### src/rtl/uart_rx_pkg.sv
// rtl/uart_rx_pkg.sv - shared types and constants for the UART receiver
package uart_rx_pkg;

   localparam int DEFAULT_DATA_WIDTH = 8;

   localparam logic PARITY_EVEN = 1'b0;
   localparam logic PARITY_ODD  = 1'b1;

   localparam logic [2:0] ST_IDLE   = 3'd0;
   localparam logic [2:0] ST_START  = 3'd1;
   localparam logic [2:0] ST_DATA   = 3'd2;
   localparam logic [2:0] ST_PARITY = 3'd3;
   localparam logic [2:0] ST_STOP   = 3'd4;

   typedef enum logic [2:0] {
      IDLE   = ST_IDLE,
      START  = ST_START,
      DATA   = ST_DATA,
      PARITY = ST_PARITY,
      STOP   = ST_STOP
   } rx_state_t;

   // Parity bit the transmitter should have sent for a word whose XOR-reduction is data_xor
   function automatic logic expected_parity(input logic data_xor, input logic ptype);
      return (ptype == PARITY_ODD) ? ~data_xor : data_xor;
   endfunction

endpackage

### src/rtl/edge_bit_counter.sv
// rtl/edge_bit_counter.sv - per-bit edge counter and data bit counter for the UART receiver
module edge_bit_counter
   import uart_rx_pkg::*;
#(
   parameter int BIT_COUNT_WIDTH = 3
) (
   input  logic                       clk,
   input  logic                       reset,
   input  logic [4:0]                 prescale,
   input  logic                       hold,
   input  logic                       clear_bits,
   input  logic                       bit_advance,
   output logic [4:0]                 edge_count,
   output logic [BIT_COUNT_WIDTH-1:0] bit_count,
   output logic                       bit_end
);

   // The last oversampling edge of the current bit period
   assign bit_end = (edge_count == (prescale - 5'd1));

   // Edge index within the bit; the idle cycle that sees the line low is edge 0 of the start bit
   always_ff @(posedge clk or negedge reset) begin
      if (!reset) begin
         edge_count <= 5'd0;
      end else if (hold) begin
         edge_count <= 5'd0;
      end else if (bit_end) begin
         edge_count <= 5'd0;
      end else begin
         edge_count <= edge_count + 5'd1;
      end
   end

   // Number of data bits already captured in the current frame
   always_ff @(posedge clk or negedge reset) begin
      if (!reset) begin
         bit_count <= '0;
      end else if (clear_bits) begin
         bit_count <= '0;
      end else if (bit_advance) begin
         bit_count <= bit_count + 1'b1;
      end
   end

endmodule

### src/rtl/uart_rx_controller.sv
// rtl/uart_rx_controller.sv - UART receive FSM with parity and stop-bit checking
module uart_rx_controller
   import uart_rx_pkg::*;
#(
   parameter int DATA_WIDTH = DEFAULT_DATA_WIDTH
) (
   input  logic                  clk,
   input  logic                  reset,
   input  logic                  serial_data,
   input  logic [4:0]            prescale,
   input  logic                  parity_enable,
   input  logic                  parity_type,
   input  logic                  sampled_bit,
   output logic                  sampler_enable,
   output logic [4:0]            edge_count,
   output logic [DATA_WIDTH-1:0] parallel_data,
   output logic                  data_valid,
   output logic                  parity_error,
   output logic                  framing_error
);

   localparam int BW = (DATA_WIDTH > 1) ? $clog2(DATA_WIDTH) : 1;
   localparam logic [BW-1:0] LAST_BIT = BW'(DATA_WIDTH - 1);

   rx_state_t             state;
   rx_state_t             state_next;
   logic [4:0]            prescale_lat;
   logic                  parity_enable_lat;
   logic                  parity_type_lat;
   logic [DATA_WIDTH-1:0] shift_data;
   logic                  par_err;
   logic [BW-1:0]         bit_count;
   logic                  bit_end;
   logic                  in_idle;
   logic                  start_detect;

   assign in_idle        = (state == IDLE);
   assign start_detect   = in_idle && !serial_data;
   assign sampler_enable = !in_idle;

   edge_bit_counter #(
      .BIT_COUNT_WIDTH (BW)
   ) u_counter (
      .clk         (clk),
      .reset       (reset),
      .prescale    (prescale_lat),
      .hold        (in_idle && serial_data),
      .clear_bits  (in_idle),
      .bit_advance ((state == DATA) && bit_end),
      .edge_count  (edge_count),
      .bit_count   (bit_count),
      .bit_end     (bit_end)
   );

   // Frame sequencing; every transition out of a bit state happens on its last edge
   always_comb begin
      state_next = state;
      case (state)
         IDLE:    if (!serial_data) state_next = START;
         START:   if (bit_end) state_next = sampled_bit ? IDLE : DATA;
         DATA:    if (bit_end && (bit_count == LAST_BIT))
                     state_next = parity_enable_lat ? PARITY : STOP;
         PARITY:  if (bit_end) state_next = STOP;
         STOP:    if (bit_end) state_next = IDLE;
         default: state_next = IDLE;
      endcase
   end

   // State register
   always_ff @(posedge clk or negedge reset) begin
      if (!reset) begin
         state <= IDLE;
      end else begin
         state <= state_next;
      end
   end

   // Frame configuration is frozen when the start bit is first seen
   always_ff @(posedge clk or negedge reset) begin
      if (!reset) begin
         prescale_lat      <= 5'd16;
         parity_enable_lat <= 1'b0;
         parity_type_lat   <= PARITY_EVEN;
      end else if (start_detect) begin
         prescale_lat      <= prescale;
         parity_enable_lat <= parity_enable;
         parity_type_lat   <= parity_type;
      end
   end

   // LSB-first capture: each new bit enters at the top, so after the last bit the first sits at bit 0
   always_ff @(posedge clk or negedge reset) begin
      if (!reset) begin
         shift_data <= '0;
      end else if ((state == DATA) && bit_end) begin
         shift_data <= (shift_data >> 1) | (DATA_WIDTH'(sampled_bit) << (DATA_WIDTH - 1));
      end
   end

   // Parity verdict is held until the stop bit decides which pulse to emit
   always_ff @(posedge clk or negedge reset) begin
      if (!reset) begin
         par_err <= 1'b0;
      end else if (start_detect) begin
         par_err <= 1'b0;
      end else if ((state == PARITY) && bit_end) begin
         par_err <= (sampled_bit != expected_parity(^shift_data, parity_type_lat));
      end
   end

   // Exactly one outcome per completed frame; framing beats parity, and errored words are dropped
   always_ff @(posedge clk or negedge reset) begin
      if (!reset) begin
         parallel_data <= '0;
         data_valid    <= 1'b0;
         parity_error  <= 1'b0;
         framing_error <= 1'b0;
      end else begin
         data_valid    <= 1'b0;
         parity_error  <= 1'b0;
         framing_error <= 1'b0;
         if ((state == STOP) && bit_end) begin
            if (!sampled_bit) begin
               framing_error <= 1'b1;
            end else if (par_err) begin
               parity_error <= 1'b1;
            end else begin
               parallel_data <= shift_data;
               data_valid    <= 1'b1;
            end
         end
      end
   end

endmodule

### config.mk
export PLATFORM = sky130hd
export DESIGN_NAME = uart_rx_controller
export DESIGN_NICKNAME = d
export VERILOG_FILES = /design/src/rtl/uart_rx_pkg.sv /design/src/rtl/edge_bit_counter.sv /design/src/rtl/uart_rx_controller.sv
export SDC_FILE = /design/constraint.sdc
export NUM_CORES = 1
export LEC_CHECK = 0
export ABC_AREA = 0
export ABC_CLOCK_PERIOD_IN_PS = 4200
export BUFFER_PORTS_ARGS = -buffer_cell sky130_fd_sc_hd__buf_2
export CAP_MARGIN = 30
export CELL_PAD_IN_SITES_DETAIL_PLACEMENT = 0
export CELL_PAD_IN_SITES_GLOBAL_PLACEMENT = 1
export CORE_UTILIZATION = 48
export CTS_CLUSTER_SIZE = 28
export DETAILED_ROUTE_END_ITERATION = 10
export HOLD_SLACK_MARGIN = 0.05
export PLACE_DENSITY = 0.79
export SLEW_MARGIN = 20
export SYNTH_ARGS = -nofsm -noshare
export SYNTH_HDL_FRONTEND = slang
export SYNTH_SLANG_ARGS = --single-unit
### constraint.sdc
create_clock -name clk -period 4.2 [get_ports clk]
set_clock_uncertainty 0.15 [all_clocks]
set_input_delay 0.42 -clock clk [delete_from_list [all_inputs] [get_ports clk]]
set_output_delay 0.42 -clock clk [all_outputs]
set_load 0.01 [all_outputs]
==> results.cfg, run 1 <==
[timing]
fin_setup_tns_ns = 0
fmaxAchievable_ghz = 0.359
finalCritPeriodShare_pct = 66.4
setup_viol = 0
min_period_ns = 2.79
hold_violations = 0
rsz0062_at_grt = false
tightest_slew_ns = 0.605
maxSlewHeadroom_pct = 59.5
final_max_slew_viol_count = 0

[power_and_ir_drop]
combPwrFrac_pct = 35.5
share_seq_of_total_power_pct = 44.3
p_per_area_nw_per_um2 = 581
power.share.switching_pct = 34.1
clock_power_share_pct = 20.2
leakagePower_nw = 1.08
p_int_mw = 0.814
max-vdd-ir-drop_mv = 0.454
p_switching_mw = 0.422
finalPower_mw = 1.24

[min_path]
worstHoldStart = prescale[1]
min_path_type = in2reg
hold_depth = 3
holdPathEnd = prescale_lat[1]

[floorplan]
io_pins = 28
die_area_sq_um = 4030
std_cell_rows = 21
fp.dieH_um = 63.5
coreArea_sq_um = 3470
start_util_pct = 52.3
die_w_um = 63.5

[worst_setup_path]
r2r_cells = 8
crit_path_end_kind = flop
startpoint_type = flop
worstReg2RegStart = prescale_lat[0]
cp_slowest_cell = nor4b_4
crit_required_ns = 4.22
cp.arrival_ns = 2.80
worst-path-buf-inv = 2
critPathTopFamily = simple AND/OR/NAND/NOR gates
crit_path_cell_trace = inv_1, ha_1, nand4bb_1, a211oi_2, o311ai_2, buf_4, nor4b_4, mux2_2
crit_type = reg2reg
r2r_end = parallel_data[7]
slowest_delay_ns = 0.58
r2r_slack_ns = 1.41
cp_max_fo = 12

[synth]
yosysSeqAreaShare_pct = 52.4
synth_top_family_by_area = multiplexers
ys.flop_type = dfrtp_1
synth-warning-count = 0
ys_types = 34
syn_inst = 143
synth-edff-count = 0
synth_fa_ha_area_share_pct = 2.76
syn_area_sq_um = 1820
syn_nets = 158
async_reset_ff_share_pct = 100
synthXorXnorAreaFrac_pct = 8.96
ys_ff_latch = 38
synth_mux_area_share_pct = 15.5
synthSimpleGateAreaFrac_pct = 12.1
syn_avg_cell_area_sq_um = 12.7
synth_compound_area_share_pct = 5.58

[placed_design]
hpwl_um = 2200
io_buffers = 27
place_area_sq_um = 1980
place.gp.congestion = 0.827

[grt]
grt_pass1_wl_um = 5290
grt.total_usage_pct = 17.6
grt_antenna_before_repair = 0
grt_pass1_vias = 1132
grt-ovfl-total = 0
grt_max_degree = 39

[layout]
areaGrowthSynthToFinish_pct = 17.1
nets = 191
drive_gt1_share_pct = 36.2
final_area_sq_um = 2130
diodes = 0

[detailed_routing]
vias = 1157
wl_per_cell_um = 13.9
ant_nets = 0
avgViaCountPerCell = 5.19
drc = 0
drt-initial-drc-count = 27
drtPass1Iterations = 4
drt_wl_total_um = 3100

[cts]
cts_buffer_depth = 2
clkTransAtPathRegs_ns = 0.07
htreeDepth = 2
root_buffer = clkbuf_8
cts.sink_count = 38
cts_buffers = 5
cts_tree = done
insertion_delay_ns = 0.29

[run]
maxCapViolCount = 0

[status]
status = finished clean
placed cells by master (no fill, tap or decap), types with 2 or more instances in the layout:
master / instances
o21ai_0: 4
nor2_1: 8
clkbuf_8: 6
mux2_4: 7
mux2_2: 13
a21oi_1: 2
dfrtp_1: 37
nand3b_1: 3
buf_2: 27
nor4b_1: 2
nor3_1: 5
ha_1: 4
xor2_1: 7
buf_4: 2
mux2i_1: 3
xnor2_1: 9
inv_1: 6
nand3_1: 3
nand2_1: 9
repair_timing:
action | CTS | global route
gates resized for setup | 0 | 0
setup buffers | 0 | 0
hold endpoints to repair | 0 | 16
hold buffers | 0 | 1
flip-flops by register name, summed over array words and instances (netlist names):
name	flops
framing_error	1
parity_type_lat	1
state	3
parallel_data	8
u_counter.bit_count	3
parity_enable_lat	1
data_valid	1
shift_data	8
par_err	1
u_counter.edge_count	5
prescale_lat	5
parity_error	1
power by group through the flow:
| stage | clock, mW | sequential, mW | combinational [mW] |
|---|---|---|---|
| global route | 0.277 | 0.561 | 0.490 |
| finish | 0.249 | 0.548 | 0.439 |
| CTS | 0.258 | 0.547 | 0.430 |
| floorplan | 0 | 0.542 | 0.336 |
| global placement | 0 | 0.550 | 0.417 |
| detailed placement | 0 | 0.553 | 0.428 |
stage by stage:
stage | instances | setup slack [ns] | hold WS, ns | utilization [%]
detailed placement | 211 | 1.35 | 0.327 | 57.1
finish | 223 | 1.41 | 0.188 | 61.3
CTS | 219 | 1.34 | 0.101 | 59.8
floorplan | 143 | 1.72 | -0.0256 | -
global route | 223 | 1.25 | 0.198 | 61.3
global placement | 211 | 1.47 | 0.320 | 57.1
metal layers:
metal,GRT usage (%),up-vias,share of wire (%)
met2,25.4,27,48
li1,-,562,-
met3,6.52,4,4.9
met4,7.67,0,1.0
met1,23.6,564,46
met5,0,-,0
worst max path at each step:
stage                    startpoint          endpoint  slack, ns  cells past startpoint
floorplan           prescale_lat[0]     shift_data[0]       1.72                      8
global placement    prescale_lat[0]     shift_data[7]       1.47                      7
detailed placement  prescale_lat[0]     shift_data[7]       1.35                      7
CTS                 prescale_lat[0]     shift_data[7]       1.34                      7
global route        prescale_lat[0]  parallel_data[0]       1.25                      8
finish              prescale_lat[0]  parallel_data[7]       1.41                      8
layout make-up:
type	instances	area, sq um
multi-input cells	94	815
clock buffers	7	86.3
fillers	298	1340
well taps	46	57.6
clock inverters	1	5.00
inverters	6	22.5
repair buffers	31	188
flip-flops and latches	38	952
worst min-delay path, cell delays in order:
cell and delay, ns:
buf_2 0.07, nand2_1 0.03, o21ai_0 0.06
logic make-up (layout without fill, tap and decap cells):
group	after synthesis	count (layout)
fa+ha+maj	4	4
flops	38	38
compound gates	13	13
buf+inv	11	45
mux	23	23
simple gates	37	37
xor+xnor	17	17
synth_stat cells (all sizes together), types with 2 or more instances:
| master | n | area share, % |
|---|---|---|
| a211oi | 2 | 1.1 |
| a21oi | 2 | 0.55 |
| clkbuf | 4 | 0.83 |
| dfrtp | 37 | 51 |
| ha | 4 | 2.8 |
| inv | 6 | 1.2 |
| mux2 | 20 | 14 |
| mux2i | 3 | 1.7 |
| nand2 | 9 | 1.9 |
| nand3 | 3 | 0.83 |
| nand3b | 3 | 1.2 |
| nor2 | 8 | 1.7 |
| nor3 | 5 | 1.4 |
| nor4b | 3 | 2.3 |
| o21ai | 4 | 1.1 |
| xnor2 | 9 | 4.3 |
| xor2 | 7 | 3.4 |
No activity file was read; power rests on OpenSTA's default activity.
==> inputs of run 2 (changes only) <==
--- a/config.mk
+++ b/config.mk
@@ -6,16 +6,16 @@
 export NUM_CORES = 1
 export LEC_CHECK = 0
 export ABC_AREA = 0
-export ABC_CLOCK_PERIOD_IN_PS = 4200
+export ABC_CLOCK_PERIOD_IN_PS = 2300
 export BUFFER_PORTS_ARGS = -buffer_cell sky130_fd_sc_hd__buf_2
 export CAP_MARGIN = 30
 export CELL_PAD_IN_SITES_DETAIL_PLACEMENT = 0
 export CELL_PAD_IN_SITES_GLOBAL_PLACEMENT = 1
-export CORE_UTILIZATION = 48
+export CORE_UTILIZATION = 40
 export CTS_CLUSTER_SIZE = 28
 export DETAILED_ROUTE_END_ITERATION = 10
 export HOLD_SLACK_MARGIN = 0.05
-export PLACE_DENSITY = 0.79
+export PLACE_DENSITY = 0.7
 export SLEW_MARGIN = 20
 export SYNTH_ARGS = -nofsm -noshare
 export SYNTH_HDL_FRONTEND = slang
==> constraint.sdc (replaced) <==
create_clock -name clk -period 2.3 [get_ports clk]
set_clock_uncertainty 0.15 [all_clocks]
set_input_delay 0.23 -clock clk [delete_from_list [all_inputs] [get_ports clk]]
set_output_delay 0.23 -clock clk [all_outputs]
set_load 0.01 [all_outputs]
==> run 2 against run 1 <==
  * Utilization shrank 5.8 points
  * Fmax up 16%
  * Sequential cell count unchanged
  * Power up 130%
  * The flow now finishes with violations (negative setup slack)
  * Highest routed layer unchanged
  * Register-to-register slack got worse by 1.5 ns
  * Worst hold slack worse by 0.12 ns
  * Non-clock buffer count grew 19
  * Critical path type unchanged
  * Die area rose by 19%
==> results.cfg, run 2 (same netlist as run 1, synthesis figures left out) <==
[status]
status = finished, violations left
violations = negative setup slack

[timing]
setup_ws_ns = -0.111
fmaxAchievable_ghz = 0.415
rsz0062_at_grt = true
final_max_slew_viol_count = 0
finalCritPeriodShare_pct = 105
min_period_ns = 2.41
maxSlewHeadroom_pct = 43.4
setup_viol = 11
hold_violations = 0
fin_setup_tns_ns = -0.935
tightest_slew_ns = 0.848

[detailed_routing]
drt-initial-drc-count = 73
drt_wl_total_um = 3630
drtPass1Iterations = 4
wl_per_cell_um = 14.6
avgViaCountPerCell = 5.05
ant_nets = 0
drc = 0
vias = 1258

[worst_setup_path]
startpoint_type = flop
cp_max_fo = 5
crit_path_cell_trace = buf_4, nor3_1, xnor2_1, o311ai_4, or4b_4, mux2_4
cp_slowest_cell = or4b_4
cp.arrival_ns = 2.44
critPathTopFamily = simple AND/OR/NAND/NOR gates
crit_type = reg2reg
worst-path-buf-inv = 1
crit_required_ns = 2.33
slowest_delay_ns = 0.59
crit_path_end_kind = flop

[cts]
cts_buffer_depth = 2
cts_tree = done
insertion_delay_ns = 0.29
cts_buffers = 5
cts.sink_count = 38
root_buffer = clkbuf_8
clkTransAtPathRegs_ns = 0.07
htreeDepth = 2

[layout]
final_cell_mix = dfrtp_1, buf_2, mux2_4
top_regs = parallel_data (8), shift_data (8)
drive_gt1_share_pct = 42.1
areaGrowthSynthToFinish_pct = 33.1
instances_no_fill = 249
nets = 211
diodes = 0
mostFrequentLayoutCell = dfrtp_1
nFillCells = 364

[floorplan]
std_cell_rows = 24
start_util_pct = 41.7
die_w_um = 69.4
die_area_sq_um = 4810
io_pins = 28
fp.dieH_um = 69.4
coreArea_sq_um = 4350

[grt]
grt_pass1_vias = 1272
grt_max_degree = 39
grt-ovfl-total = 0
grt_pass1_wl_um = 6070
grt.total_usage_pct = 16.1
grt_antenna_before_repair = 0

[power_and_ir_drop]
leakagePower_nw = 1.20
share_seq_of_total_power_pct = 36.2
p_switching_mw = 0.905
p_per_area_nw_per_um2 = 1150
combPwrFrac_pct = 38.9
clock_power_share_pct = 24.9
power.share.switching_pct = 32.5
max-vdd-ir-drop_mv = 0.554
p_int_mw = 1.88
finalPower_mw = 2.78

[placed_design]
io_buffers = 27
placed_cells = 229
dp_slack_ns = -0.162
place.gp.congestion = 0.820
hpwl_um = 2370

[min_path]
min_path_type = in2reg

[run]
maxCapViolCount = 0
run 2: changes by cell type in the layout (fill, tap and decap cells not counted), sizes merged:
cell,previous run,this run
buf,30,42
dlygate4sd3,1,8
bufinv,0,2
clkbuf,7,6
clkinv,1,0
or4b,1,2
run 2: layer usage:
| layer | share of wire (%) | up-vias | global-route usage, % |
|---|---|---|---|
| met5 | 0 | - | 0 |
| met3 | 4.0 | 8 | 4.65 |
| met2 | 46 | 27 | 24.4 |
| met1 | 48 | 616 | 22.5 |
| met4 | 1.8 | 0 | 4.76 |
| li1 | - | 607 | - |
run 2: cell type report:
type	instances	area, sq um	share of cell area [%]
sequential	38	952	39.4
multi-input combinational	95	891	36.9
timing repair buffer	50	344	14.2
clock buffer	6	82.6	3.42
tap	52	65.1	2.69
clock inverter	2	60.1	2.48
inverter	6	22.5	0.932
run 2: power by group through the flow:
| stage | sequential [mW] | clock, mW | combinational [mW] |
|---|---|---|---|
| 2_1_floorplan | 0.991 | 0 | 0.648 |
| 3_3_place_gp | 0.993 | 0 | 0.938 |
| 3_5_place_dp | 0.996 | 0 | 0.960 |
| 4_1_cts | 0.996 | 0.710 | 1.06 |
| 5_1_grt | 1.03 | 0.745 | 1.18 |
| 6_report | 1.01 | 0.694 | 1.08 |
run 2: final timing paths:
check                                       from                 endpoint  slack, ns  cells after the start
worst max-delay path             prescale_lat[0]            shift_data[6]      -0.11                      6
worst min-delay path                 sampled_bit            framing_error       0.07                      2
worst max register to register   prescale_lat[0]            shift_data[6]      -0.11                      6
worst min register to register  parallel_data[0]         parallel_data[0]       0.35                      1
max in group asynchronous                  reset          prescale_lat[0]       1.02                      2
min in group asynchronous                  reset  u_counter.edge_count[3]       0.45                      2
run 2: timing repair:
item,4_1_cts,5_1_grt
gates resized for setup,8,2
setup endpoints to repair,19,20
setup buffers,2,1
pin swaps,4,5
cloned,1,0
hold buffers,8,0
endpoints found under the hold margin,44,0
run 2: worst reg2reg max path, cell delays in order, from the launching register on:
cell,delay [ns]
dfrtp_1,0.42
buf_4,0.16
nor3_1,0.24
xnor2_1,0.22
o311ai_4,0.20
or4b_4,0.59
mux2_4,0.32
run 2: stage by stage:
step                      hold slack (ns)  area (sq um)  util (%)
final                              0.0713          2420      55.5
after global routing               0.0883          2420      55.5
after CTS                          0.0683          2400      55.2
after detailed placement            0.239          2120      48.8
after global placement              0.224          2120      48.8
after floorplan                    -0.216          1850         -
==> inputs of run 3 (changes only) <==
--- a/config.mk
+++ b/config.mk
@@ -6,7 +6,7 @@
 export NUM_CORES = 1
 export LEC_CHECK = 0
 export ABC_AREA = 0
-export ABC_CLOCK_PERIOD_IN_PS = 2300
+export ABC_CLOCK_PERIOD_IN_PS = 2000
 export BUFFER_PORTS_ARGS = -buffer_cell sky130_fd_sc_hd__buf_2
 export CAP_MARGIN = 30
 export CELL_PAD_IN_SITES_DETAIL_PLACEMENT = 0
==> constraint.sdc (replaced) <==
create_clock -name clk -period 2 [get_ports clk]
set_clock_uncertainty 0.15 [all_clocks]
set_input_delay 0.2 -clock clk [delete_from_list [all_inputs] [get_ports clk]]
set_output_delay 0.2 -clock clk [all_outputs]
set_load 0.01 [all_outputs]
==> run 3 against run 2 <==
  * Combinational power grew 32%
  * Clock power is 21% lower
  * Worst setup slack worse by 0.25 ns
  * The flow still finishes with violations (negative setup slack)
  * Register-to-register slack lost 0.25 ns
  * Die area unchanged
  * Critical path type unchanged
  * Final area grew 3.0%
  * Clock-buffer cell count is the same
  * Wire length shrank 2.0%
  * Largest cell class unchanged
  * Fmax rose by 2.1%
  * Non-clock buffer count rose by 7
  * Worst hold slack better by 0.040 ns
  * Power grew 12%
==> results.cfg, run 3 (same netlist as run 1, synthesis figures left out) <==
[cts]
clkTransAtPathRegs_ns = 0.07
cts.sink_count = 38
cts_buffers = 5
htreeDepth = 2
cts_tree = done
insertion_delay_ns = 0.29
root_buffer = clkbuf_8
cts_buffer_depth = 2

[detailed_routing]
drtPass1Iterations = 4
drc = 0
drt-initial-drc-count = 35
vias = 1264
wl_per_cell_um = 13.9
drt_wl_total_um = 3560
avgViaCountPerCell = 4.94
ant_nets = 0

[placed_design]
hpwl_um = 2330
placed_cells = 230
place_area_sq_um = 2130
io_buffers = 27
place.gp.congestion = 0.867

[worst_setup_path]
startpoint_type = flop
crit_path_end_kind = flop
cp_max_fo = 5
crit_required_ns = 2.02
cp.arrival_ns = 2.38
r2r_slack_ns = -0.36
crit_type = reg2reg

[power_and_ir_drop]
p_switching_mw = 1.08
share_seq_of_total_power_pct = 36.5
power.share.switching_pct = 34.7
combPwrFrac_pct = 45.9
p_per_area_nw_per_um2 = 1250
p_int_mw = 2.03
max-vdd-ir-drop_mv = 0.657
clock_power_share_pct = 17.7
leakagePower_nw = 1.22

[timing]
maxSlewHeadroom_pct = 44.0
setup_viol = 24
rsz0062_at_grt = true
fin_hold_ws_ns = 0.111
setup_ws_ns = -0.361
final_max_slew_viol_count = 0
min_period_ns = 2.36
fmaxAchievable_ghz = 0.423
finalCritPeriodShare_pct = 118
tightest_slew_ns = 0.840
hold_violations = 0

[layout]
areaGrowthSynthToFinish_pct = 37.1
diodes = 0
top_regs = parallel_data (8), shift_data (8)
register_area_sq_um = 952
instances_no_fill = 256
nets = 218
nFillCells = 359
multiInputGateArea_sq_um = 943
drive_gt1_share_pct = 48.5
post-route-util_pct = 57.2
final_area_sq_um = 2490
final_cell_mix = dfrtp_1, buf_2, buf_4
mostFrequentLayoutCell = dfrtp_1

[floorplan]
io_pins = 28
std_cell_rows = 24
coreArea_sq_um = 4350
die_area_sq_um = 4810
die_w_um = 69.4
start_util_pct = 41.7
fp.dieH_um = 69.4

[min_path]
min_path_type = in2reg

[grt]
grt.total_usage_pct = 16.4
grt-ovfl-total = 0
grt_max_degree = 39
grt_pass1_wl_um = 6130
grt_antenna_before_repair = 0
grt_pass1_vias = 1300

[status]
status = finished, violations left
violations = negative setup slack

[run]
maxCapViolCount = 0
==> run 3: cell types whose count changed in the layout (fill, tap and decap cells not counted), moves of 2 or more <==
cell / previous run / this run
bufinv_16: 2 / 0
nor3_2: 0 / 3
nor4b_2: 0 / 2
buf_6: 1 / 4
nor4b_1: 2 / 0
buf_4: 13 / 16
nor3_1: 5 / 2
==> run 3: area by class of cell <==
type	count	share of cell area, %
Tap cell	52	2.61
Sequential cell	38	38.3
Inverter	6	0.905
Multi-Input combinational cell	95	37.9
Clock inverter	2	0.503
Timing Repair Buffer	57	16.5
Clock buffer	6	3.32
==> run 3: timing repair <==
action                                  4_1_cts  5_1_grt
gates resized for setup                      20        4
gates cloned                                  1        0
pin swaps                                     9        3
hold endpoints to repair                     45        0
endpoints found under the setup margin       27       31
buffers inserted                              8        0
hold buffers                                  9        0
==> run 3: layer usage <==
metal	GRT usage [%]	part of all wire, %	vias to the layer above
met5	0	0	-
met4	5.67	0.81	0
met3	4.51	3.4	4
met2	25.5	49	19
met1	22.2	47	625
li1	-	-	616
==> run 3: worst paths after layout <==
path / end / startpoint / depth (start not counted)
max: shift_data[3] / prescale_lat[1] / 7
min: parity_enable_lat / serial_data / 4
max reg2reg: shift_data[3] / prescale_lat[1] / 7
min reg2reg: u_counter.bit_count[0] / u_counter.bit_count[0] / 1
max in group asynchronous: parallel_data[4] / reset / 2
min in group asynchronous: prescale_lat[0] / reset / 2
==> run 3: metrics by stage <==
step / power, mW / TNS (ns) / setup slack, ns
3_3_place_gp: 2.21 / -6.93 / -0.415
6_report: 3.11 / -6.98 / -0.361
2_1_floorplan: 1.89 / -7.29 / -0.437
5_1_grt: 3.32 / -8.83 / -0.415
4_1_cts: 3.10 / -7.08 / -0.388
3_5_place_dp: 2.24 / -7.85 / -0.463
==> run 3: critical path, cell delays in order (launching register included) <==
cell	delay [ns]
dfrtp_1	0.39
inv_2	0.08
ha_4	0.21
xnor2_2	0.13
a211oi_2	0.21
o311ai_4	0.16
or4b_4	0.59
mux2_4	0.32
==> run 3: power groups by stage <==
| stage | combinational [mW] | sequential (mW) | clock [mW] |
|---|---|---|---|
| finish | 1.43 | 1.13 | 0.549 |
| global route | 1.56 | 1.16 | 0.603 |
| CTS | 1.39 | 1.13 | 0.567 |
| detailed placement | 1.10 | 1.13 | 0 |
| global placement | 1.08 | 1.12 | 0 |
| floorplan | 0.755 | 1.14 | 0 |
